[config.mk]
export PLATFORM = sky130hd
export DESIGN_NAME = stack_cmd_issuer
export DESIGN_NICKNAME = d
export VERILOG_FILES = /design/src/rtl/stack_cmd_pkg.sv /design/src/rtl/cmd_fifo.sv /design/src/rtl/stack_cmd_issuer.sv
export SDC_FILE = /design/constraint.sdc
export NUM_CORES = 1
export LEC_CHECK = 0
export CAP_MARGIN = 20
export CELL_PAD_IN_SITES_DETAIL_PLACEMENT = 1
export CELL_PAD_IN_SITES_GLOBAL_PLACEMENT = 2
export CORE_MARGIN = 2
export CORE_UTILIZATION = 39
export CTS_CLUSTER_DIAMETER = 50
export DETAILED_ROUTE_END_ITERATION = 16
export GPL_TIMING_DRIVEN = 0
export PLACE_DENSITY_LB_ADDON = 0.1
export REMOVE_ABC_BUFFERS = 1
export SYNTH_ARGS = -nofsm -noshare
export SYNTH_HDL_FRONTEND = slang
export SYNTH_SLANG_ARGS = --single-unit
[constraint.sdc]
create_clock -name clk -period 4.45 [get_ports clk]
set_input_delay 0.6675 -clock clk [delete_from_list [all_inputs] [get_ports clk]]
set_output_delay 0.6675 -clock clk [all_outputs]
set_load 0.01 [all_outputs]
[src/rtl/stack_cmd_pkg.sv]
// Shared opcodes, error codes and per-opcode depth rules for the stack command issuer.
package stack_cmd_pkg;

   localparam logic [2:0] OP_PUSH = 3'b101;
   localparam logic [2:0] OP_POP  = 3'b000;
   localparam logic [2:0] OP_ADD  = 3'b110;
   localparam logic [2:0] OP_SUB  = 3'b010;

   localparam logic [1:0] ERR_NONE  = 2'd0;
   localparam logic [1:0] ERR_UNDER = 2'd1;
   localparam logic [1:0] ERR_OVER  = 2'd2;
   localparam logic [1:0] ERR_RSVD  = 2'd3;

   // True for any opcode the stack unit does not implement.
   function automatic logic op_reserved(input logic [2:0] op);
      return !(op == OP_PUSH || op == OP_POP || op == OP_ADD || op == OP_SUB);
   endfunction

   // Minimum stack depth the opcode needs before it may issue.
   function automatic logic [1:0] op_need(input logic [2:0] op);
      case (op)
         OP_POP:          return 2'd1;
         OP_ADD, OP_SUB:  return 2'd2;
         default:         return 2'd0;
      endcase
   endfunction

   // Net change of stack depth once the opcode has issued.
   function automatic logic signed [1:0] op_net(input logic [2:0] op);
      case (op)
         OP_PUSH:                 return 2'sd1;
         OP_POP, OP_ADD, OP_SUB:  return -2'sd1;
         default:                 return 2'sd0;
      endcase
   endfunction

endpackage

[src/rtl/cmd_fifo.sv]
// Small count-based FIFO holding {opcode, operand} host commands.
// Head entry is read combinationally so the issue stage can decide in the same cycle.
module cmd_fifo #(
   parameter int W     = 11,
   parameter int DEPTH = 4
) (
   input  logic         clk,
   input  logic         rst,
   input  logic         wr_en,
   input  logic [W-1:0] wr_data,
   input  logic         rd_en,
   output logic [W-1:0] rd_data,
   output logic         full,
   output logic         empty
);

   localparam int AW = $clog2(DEPTH);
   localparam int CW = $clog2(DEPTH + 1);

   logic [W-1:0]  mem [DEPTH];
   logic [AW-1:0] wr_ptr_reg;
   logic [AW-1:0] rd_ptr_reg;
   logic [CW-1:0] count_reg;
   logic          wr_fire;
   logic          rd_fire;

   // Full/empty come only from the registered count, so a pop never frees a slot combinationally.
   assign full    = (count_reg == CW'(DEPTH));
   assign empty   = (count_reg == '0);
   assign wr_fire = wr_en && !full;
   assign rd_fire = rd_en && !empty;
   assign rd_data = mem[rd_ptr_reg];

   // Storage write at the tail; contents need no reset since count gates visibility.
   always_ff @(posedge clk) begin
      if (wr_fire) begin
         mem[wr_ptr_reg] <= wr_data;
      end
   end

   // Pointers wrap naturally (DEPTH is a power of two); count tracks occupancy.
   always_ff @(posedge clk) begin
      if (rst) begin
         wr_ptr_reg <= '0;
         rd_ptr_reg <= '0;
         count_reg  <= '0;
      end else begin
         if (wr_fire) wr_ptr_reg <= wr_ptr_reg + AW'(1);
         if (rd_fire) rd_ptr_reg <= rd_ptr_reg + AW'(1);
         case ({wr_fire, rd_fire})
            2'b10:   count_reg <= count_reg + CW'(1);
            2'b01:   count_reg <= count_reg - CW'(1);
            default: count_reg <= count_reg;
         endcase
      end
   end

endmodule

[src/rtl/stack_cmd_issuer.sv]
// Buffers host commands, checks each against a shadow stack depth and issues
// legal ones to the stack unit as a one-cycle strobe; illegal ones are dropped and flagged.
module stack_cmd_issuer
   import stack_cmd_pkg::*;
#(
   parameter int DW          = 8,
   parameter int FIFO_DEPTH  = 4,
   parameter int STACK_DEPTH = 8
) (
   input  logic                               clk,
   input  logic                               rst,
   input  logic                               cmd_valid,
   output logic                               cmd_ready,
   input  logic [2:0]                         cmd_op,
   input  logic [DW-1:0]                      cmd_data,
   input  logic                               stall,
   output logic [DW-1:0]                      in,
   output logic [2:0]                         op,
   output logic                               apply,
   output logic                               err,
   output logic [1:0]                         err_code,
   output logic [$clog2(STACK_DEPTH+1)-1:0]   depth
);

   localparam int DEPTH_W = $clog2(STACK_DEPTH + 1);

   logic [DW+2:0]      head;
   logic [2:0]         head_op;
   logic [DW-1:0]      head_data;
   logic               fifo_full;
   logic               fifo_empty;
   logic               issue_go;
   logic [1:0]         head_err;
   logic [DEPTH_W-1:0] depth_reg;
   logic [DEPTH_W-1:0] depth_next;
   logic [DW-1:0]      in_reg;
   logic [2:0]         op_reg;
   logic               apply_reg;
   logic               err_reg;
   logic [1:0]         err_code_reg;

   assign cmd_ready = !fifo_full;
   assign issue_go  = !fifo_empty && !stall;
   assign head_op   = head[DW+2:DW];
   assign head_data = head[DW-1:0];

   cmd_fifo #(
      .W     (DW + 3),
      .DEPTH (FIFO_DEPTH)
   ) u_fifo (
      .clk     (clk),
      .rst     (rst),
      .wr_en   (cmd_valid),
      .wr_data ({cmd_op, cmd_data}),
      .rd_en   (issue_go),
      .rd_data (head),
      .full    (fifo_full),
      .empty   (fifo_empty)
   );

   // Legality of the head command against the registered shadow depth.
   always_comb begin
      head_err = ERR_NONE;
      if (op_reserved(head_op)) begin
         head_err = ERR_RSVD;
      end else if (depth_reg < DEPTH_W'(op_need(head_op))) begin
         head_err = ERR_UNDER;
      end else if (head_op == OP_PUSH && depth_reg == DEPTH_W'(STACK_DEPTH)) begin
         head_err = ERR_OVER;
      end
   end

   // Shadow depth moves only when a legal command issues, so it stays within 0..STACK_DEPTH.
   always_comb begin
      depth_next = depth_reg;
      if (issue_go && head_err == ERR_NONE) begin
         if (op_net(head_op) == 2'sd1) begin
            depth_next = depth_reg + DEPTH_W'(1);
         end else if (op_net(head_op) == -2'sd1) begin
            depth_next = depth_reg - DEPTH_W'(1);
         end
      end
   end

   // Registered issue stage: strobes, held operand/opcode, sticky error code and depth.
   always_ff @(posedge clk) begin
      if (rst) begin
         apply_reg    <= 1'b0;
         err_reg      <= 1'b0;
         err_code_reg <= ERR_NONE;
         op_reg       <= '0;
         in_reg       <= '0;
         depth_reg    <= '0;
      end else begin
         apply_reg <= 1'b0;
         err_reg   <= 1'b0;
         depth_reg <= depth_next;
         if (issue_go) begin
            if (head_err == ERR_NONE) begin
               apply_reg <= 1'b1;
               op_reg    <= head_op;
               in_reg    <= (head_op == OP_PUSH) ? head_data : '0;
            end else begin
               err_reg      <= 1'b1;
               err_code_reg <= head_err;
            end
         end
      end
   end

   assign apply    = apply_reg;
   assign err      = err_reg;
   assign err_code = err_code_reg;
   assign op       = op_reg;
   assign in       = in_reg;
   assign depth    = depth_reg;

endmodule

### Yosys cells after proc, flatten, opt, wreduce, memory -nomap -nowiden

Memories as Yosys holds them, arrays and structs flattened. A register that Yosys moved wholly into a read port is not among the register bits.
Cells that the tools add are included.

| storage, ports and cells | value |
|---|---|
| input bits | 15 |
| output and inout port bits | 20 |
| memories kept | 1 |
| bits in writable memories | 44 |
| register bits | 26 |
| word-level logic and storage cells | 69 |

Memories:

| memory | depth | width | read ports | clocked after memory_dff | write ports | RTL line | source |
|---|---|---|---|---|---|---|---|
| u_fifo.mem | 4 | 11 | 1 | 1 | 1 | cmd_fifo.sv:20 | `logic [W-1:0] mem [DEPTH];` |

| operators by class | value |
|---|---|
| magnitude comparators | 1 |
| reductions and logical operators | 22 |
| equality and inequality tests | 9 |
| bitwise logic cells | 2 |
| add/sub/neg operators | 6 |
| mux-type cells | 19 |

Operators with widths:

| operator | count |
|---|---|
| 2-to-1 mux 2 bit | 9 |
| == test 3 bit (second input constant) | 3 |
| 2-to-1 mux 4 bit | 2 |
| 2-to-1 mux 8 bit | 1 |
| case mux 2 bit (2 select lines) | 2 |
| zero test 3 bit | 2 |
| case mux 3 bit (2 select lines) | 1 |
| AND reduction 2 bit | 3 |
| logical AND 1 bit | 5 |
| adder 2 x 1 -> 2 bit (second input constant) | 2 |
| adder 4 x 1 -> 4 bit (second input constant) | 1 |
| == test 2 x 1 -> 1 bit (second input constant) | 2 |
| == test 2 bit (second input constant) | 2 |
| == test 4 bit (second input constant) | 1 |
| < comparator 4 x 2 -> 1 bit | 1 |
| 2-to-1 mux 1 bit | 4 |
| nonzero test 2 bit | 2 |
| OR reduction 2 bit | 2 |
| subtractor 4 x 1 -> 4 bit (second input constant) | 1 |
| adder 3 x 1 -> 3 bit (second input constant) | 1 |
| == test 3 x 2 -> 1 bit (second input constant) | 1 |
| zero test 1 bit | 3 |
| logical OR 1 bit | 3 |
| OR reduction 3 bit | 1 |
| other kinds (3) | 4 |

### Logic depth before layout (Yosys ltp)

| depth | value |
|---|---|
| word-level depth | 17 |
| depth in mapped cells | 11 |
| depth with buffers taken out | 10 |

### Modules after synthesis

A second synthesis with hierarchy kept.

| unflattened totals | value |
|---|---|
| cell total of the unflattened synthesis | 207 |
| area, all modules | 2,967.8 um^2 |

By module, submodules not included:

| module | area each (um^2) | cells an instance | seq. area each (um^2) | instances |
|---|---|---|---|---|
| cmd_fifo | 2,065.7 | 111 | 1,501.4 | 1 |
| stack_cmd_issuer | 902.1 | 96 | 380.4 | 1 |

### Worst setup path before layout

No wires, ideal clock.

| path | value |
|---|---|
| path kind | register -> register |
| start | reg (tool-made name) |
| end | reg depth_reg[0] (netlist: depth[0]) |
| setup slack | 1.280 ns |
| buffers on the path | 3 |
| arrival | 3.043 ns |
| clock period less this slack | 3.170 ns |
| setup time | 0.128 ns |
| data required time | 4.322 ns |
| stages on the path, launching flop included | 12 |
| cells stage by stage | dfxtp_1 -> buf_6 -> mux4_2 -> nand2b_1 -> ha_1 -> nor4_1 -> or3_1 -> a2bb2oi_2 -> buf_6 -> buf_6 -> xor2_1 -> nor2_1 |

RTL lines:

| element | RTL line | source |
|---|---|---|
| end signal, assigned | stack_cmd_issuer.sv:97 | `depth_reg <= depth_next;` |
| end, declared | stack_cmd_issuer.sv:34 | `logic [DEPTH_W-1:0] depth_reg;` |

==> impl_metrics.csv <==
group,metric,value,unit
outcome,status,"complete, no violations",
die,rows,31,
setup_path,rr_endpoint,"depth[1]",
final_layout,register_area,1880,um^2
timing,period_share,0.849,
timing,hold_viol,0,
timing,maxSlewViolCount,0,
timing,finalSetupTns,0,ps
final_layout,fillers,733,
timing,rsz0062_at_grt,"no",
placement,dp_slack,134,ps
global_routing,grt_max_degree,30,
die,io_pins,35,
setup_path,path_cells,"mux4_2 > nand2b_1 > ha_1 > nor4_1 > or3_1 > a2bb2oi_2 > buf_8 > mux2i_1 > nor2_1",
logic_synthesis,yosysWarnings,0,
pwr,p_sw,0.630,mW
pwr,seqPwrFrac,0.449,
clock_tree,clock_latency,350,ps
final_layout,post-route-util,0.496,
worst_hold_path,hold_path.startpoint,"in[1]",
timing,whs,456,ps
placement,io_buffers,34,
detailed_routing,wl_per_cell,16.5,um
clock_tree,cts_resized,0,
timing,setup_viol,0,
detailed_routing,drtIter0Drc,91,
final_layout,largest_reg_flops,44,
pwr,vdd_ir_drop_max,0.000210,V
worst_hold_path,hold_class,"reg2reg",
detailed_routing,vias,1762,
final_layout,drive_gt1_frac,0.116,
detailed_routing,wl,5740,um
placement,routabilityCongestion,0.714,
clock_tree,numCtsBuffers,9,
setup_path,crit_type,"reg2reg",
detailed_routing,viasPerCell,5.06,
logic_synthesis,syn_area,2990,um^2
setup_path,crit_family,"simple AND/OR/NAND/NOR gates",
setup_path,arrival,4010,ps
pwr,totalPowerFinal,1.99,mW
die,initial_utilization,0.408,
timing,fin_ws,672,ps
placement,post-dp-hpwl,3940,um
die,fp.dieW,91.5,um
logic_synthesis,synth-seq-cells,72,
logic_synthesis,yosysSeqAreaShare,0.630,
logic_synthesis,synth.largest_area_cell,"edfxtp_1",
logic_synthesis,synth_cell_types,40,
pwr,p_int,1.36,mW
setup_path,cp.required,4680,ps
worst_hold_path,min_path_cells,2,
detailed_routing,first_pass_iters,4,
flow_run,cap_violations,0,
die,dieHeight,91.5,um
final_layout,mostFrequentLayoutCells,"44 x edfxtp_1, 34 x clkdlybuf4s50_1, 28 x dfxtp_1",
timing,tightest_slew,1020,ps
global_routing,grt_usage,0.152,
pwr,pwr-share-comb,0.293,
timing,max_slew_margin,0.312,
clock_tree,post_cts_buffers,0,
timing,clock.fmax,265,MHz
pwr,p_leak,1.27,nW
setup_path,slowest_stage,"nor4_1",
logic_synthesis,syn_avg_cell_area,14.6,um^2
clock_tree,clk_pin_slew,80,ps
die,core_area,7330,um^2
final_layout,fin_nets,269,
detailed_routing,route.antenna.remaining_nets,0,
clock_tree,cts_tree,"done",
timing,finClkSkew,13.6,ps
logic_synthesis,synth_top_area_share,0.442,
final_layout,diodes,0,
setup_path,cp_max_fo,23,
clock_tree,holdBufCountCts,0,
logic_synthesis,synthTopCellsByArea,"edfxtp_1 44%, dfxtp_1 19%, mux4_1 7.0%",
setup_path,max_stage_delay,840,ps
setup_path,critPathBufInv,1,
pwr,pwr-share-clk,0.258,
worst_hold_path,hold_end,"in[1]",
setup_path,r2r_slack,670,ps
final_layout,multi_input_area,1020,um^2
clock_tree,clock_sinks,72,
detailed_routing,drcViolationCount,0,
global_routing,overflow,0,
global_routing,grt_pass1_vias,1816,
global_routing,grt_pass1_wl,9570,um
setup_path,worst_setup_path_end_kind,"flip-flop",
final_layout,layout_commonest_cell,"edfxtp_1",
final_layout,syn_to_final_growth,21.7,%
clock_tree,clockRootBuffer,"clkbuf_8",
die,fp.dieArea,8380,um^2
global_routing,antenna_found_initial,0,
pwr,p_sw_frac,0.317,
setup_path,ff2ff_path_depth,9,
clock_tree,clockBufferDepth,2,
logic_synthesis,syn_inst,205,
pwr,p_per_area,547,nW/um^2
timing,min_period,3780,ps
setup_path,startpoint_type,"flip-flop",
clock_tree,cts_max_level,3,
==> through the flow <==
step | instance area, um^2 | instances
2_1_floorplan | 2930 | 197
3_3_place_gp | 3400 | 330
3_5_place_dp | 3400 | 330
4_1_cts | 3590 | 346
5_1_grt | 3630 | 348
6_report | 3630 | 348
==> cells in the mapped netlist <==
| cell | number |
|---|---|
| xor2_1 | 6 |
| o21bai_1 | 1 |
| nand3b_1 | 1 |
| a2bb2oi_2 | 1 |
| ha_1 | 8 |
| inv_1 | 9 |
| or3_1 | 3 |
| and3_1 | 4 |
| o31a_1 | 1 |
| a21o_1 | 1 |
| buf_1 | 1 |
| nor4_1 | 2 |
| a2111oi_0 | 1 |
| nor2b_1 | 1 |
| fa_1 | 2 |
| a21oi_1 | 15 |
| nand2_1 | 11 |
| mux4_2 | 3 |
| mux4_1 | 8 |
| or3b_1 | 4 |
| or2_2 | 2 |
| nor2_1 | 14 |
| nor3_1 | 4 |
| nand2b_1 | 2 |
| xnor2_1 | 2 |
| nand3_1 | 1 |
| dfxtp_1 | 28 |
| a211oi_1 | 1 |
| clkbuf_1 | 3 |
| nand4b_1 | 1 |
| and2_1 | 1 |
| or4b_2 | 1 |
| o21ai_0 | 4 |
| buf_6 | 3 |
| buf_2 | 1 |
| mux2i_1 | 4 |
| edfxtp_1 | 44 |
| a311o_1 | 1 |
| or3b_2 | 4 |
| nor4_4 | 1 |
==> area by class of cell <==
cell class / count / area share
inverters: 9 / 0.00929
clock buffers: 9 / 0.0341
flip-flops and latches: 72 / 0.518
multi-input cells: 116 / 0.280
clock inverters: 7 / 0.0193
repair buffers: 36 / 0.105
well taps: 99 / 0.0341
==> how the worst max path moves through the flow <==
stage / from / endpoint / slack (ps) / depth (start not counted)
2_1_floorplan: flip-flop / depth[1] / 940 / 8
3_3_place_gp: flip-flop / in[1] / 250 / 8
3_5_place_dp: flip-flop / in[2] / 130 / 8
4_1_cts: flip-flop / in[2] / 130 / 8
5_1_grt: flip-flop / op[2] / 430 / 9
6_report: flip-flop / depth[1] / 670 / 9
==> worst reg2reg max path, delay by kind of cell, from the launching register on <==
kind / cells / cell delay [ps]
AO/OA/AOI/OAI: 1 / 230
adder cells (fa/ha/maj): 1 / 270
buffers and inverters: 1 / 210
flip-flops: 1 / 750
multiplexers: 2 / 870
AND/OR/NAND/NOR: 4 / 1340
==> metal layers <==
| metal | routed length, um | GRT usage | vias to the layer above |
|---|---|---|---|
| met1 | 2600 | 0.196 | 861 |
| met4 | 120 | 0.0682 | 0 |
| li1 | - | - | 846 |
| met2 | 2810 | 0.243 | 44 |
| met3 | 211 | 0.0340 | 11 |
| met5 | 0 | 0 | - |
==> power by group through the flow <==
| stage | combinational, mW | sequential [mW] | clock [mW] |
|---|---|---|---|
| 3_3_place_gp | 0.552 | 0.899 | 0 |
| 2_1_floorplan | 0.379 | 0.897 | 0 |
| 4_1_cts | 0.576 | 0.897 | 0.528 |
| 5_1_grt | 0.644 | 0.910 | 0.562 |
| 3_5_place_dp | 0.573 | 0.911 | 0 |
| 6_report | 0.582 | 0.892 | 0.512 |
==> cells by family after synthesis <==
| group | after synthesis | share of synthesized area |
|---|---|---|
| AOI/OAI and AO/OA | 26 | 0.0536 |
| muxes | 15 | 0.106 |
| xor gates and xnor gates | 8 | 0.0235 |
| adders and majority gates | 10 | 0.0469 |
| and+or+nand+nor | 57 | 0.111 |
| DFF | 72 | 0.630 |
| buffers and inverters | 17 | 0.0293 |
No activity file was read; power rests on OpenSTA's default activity.
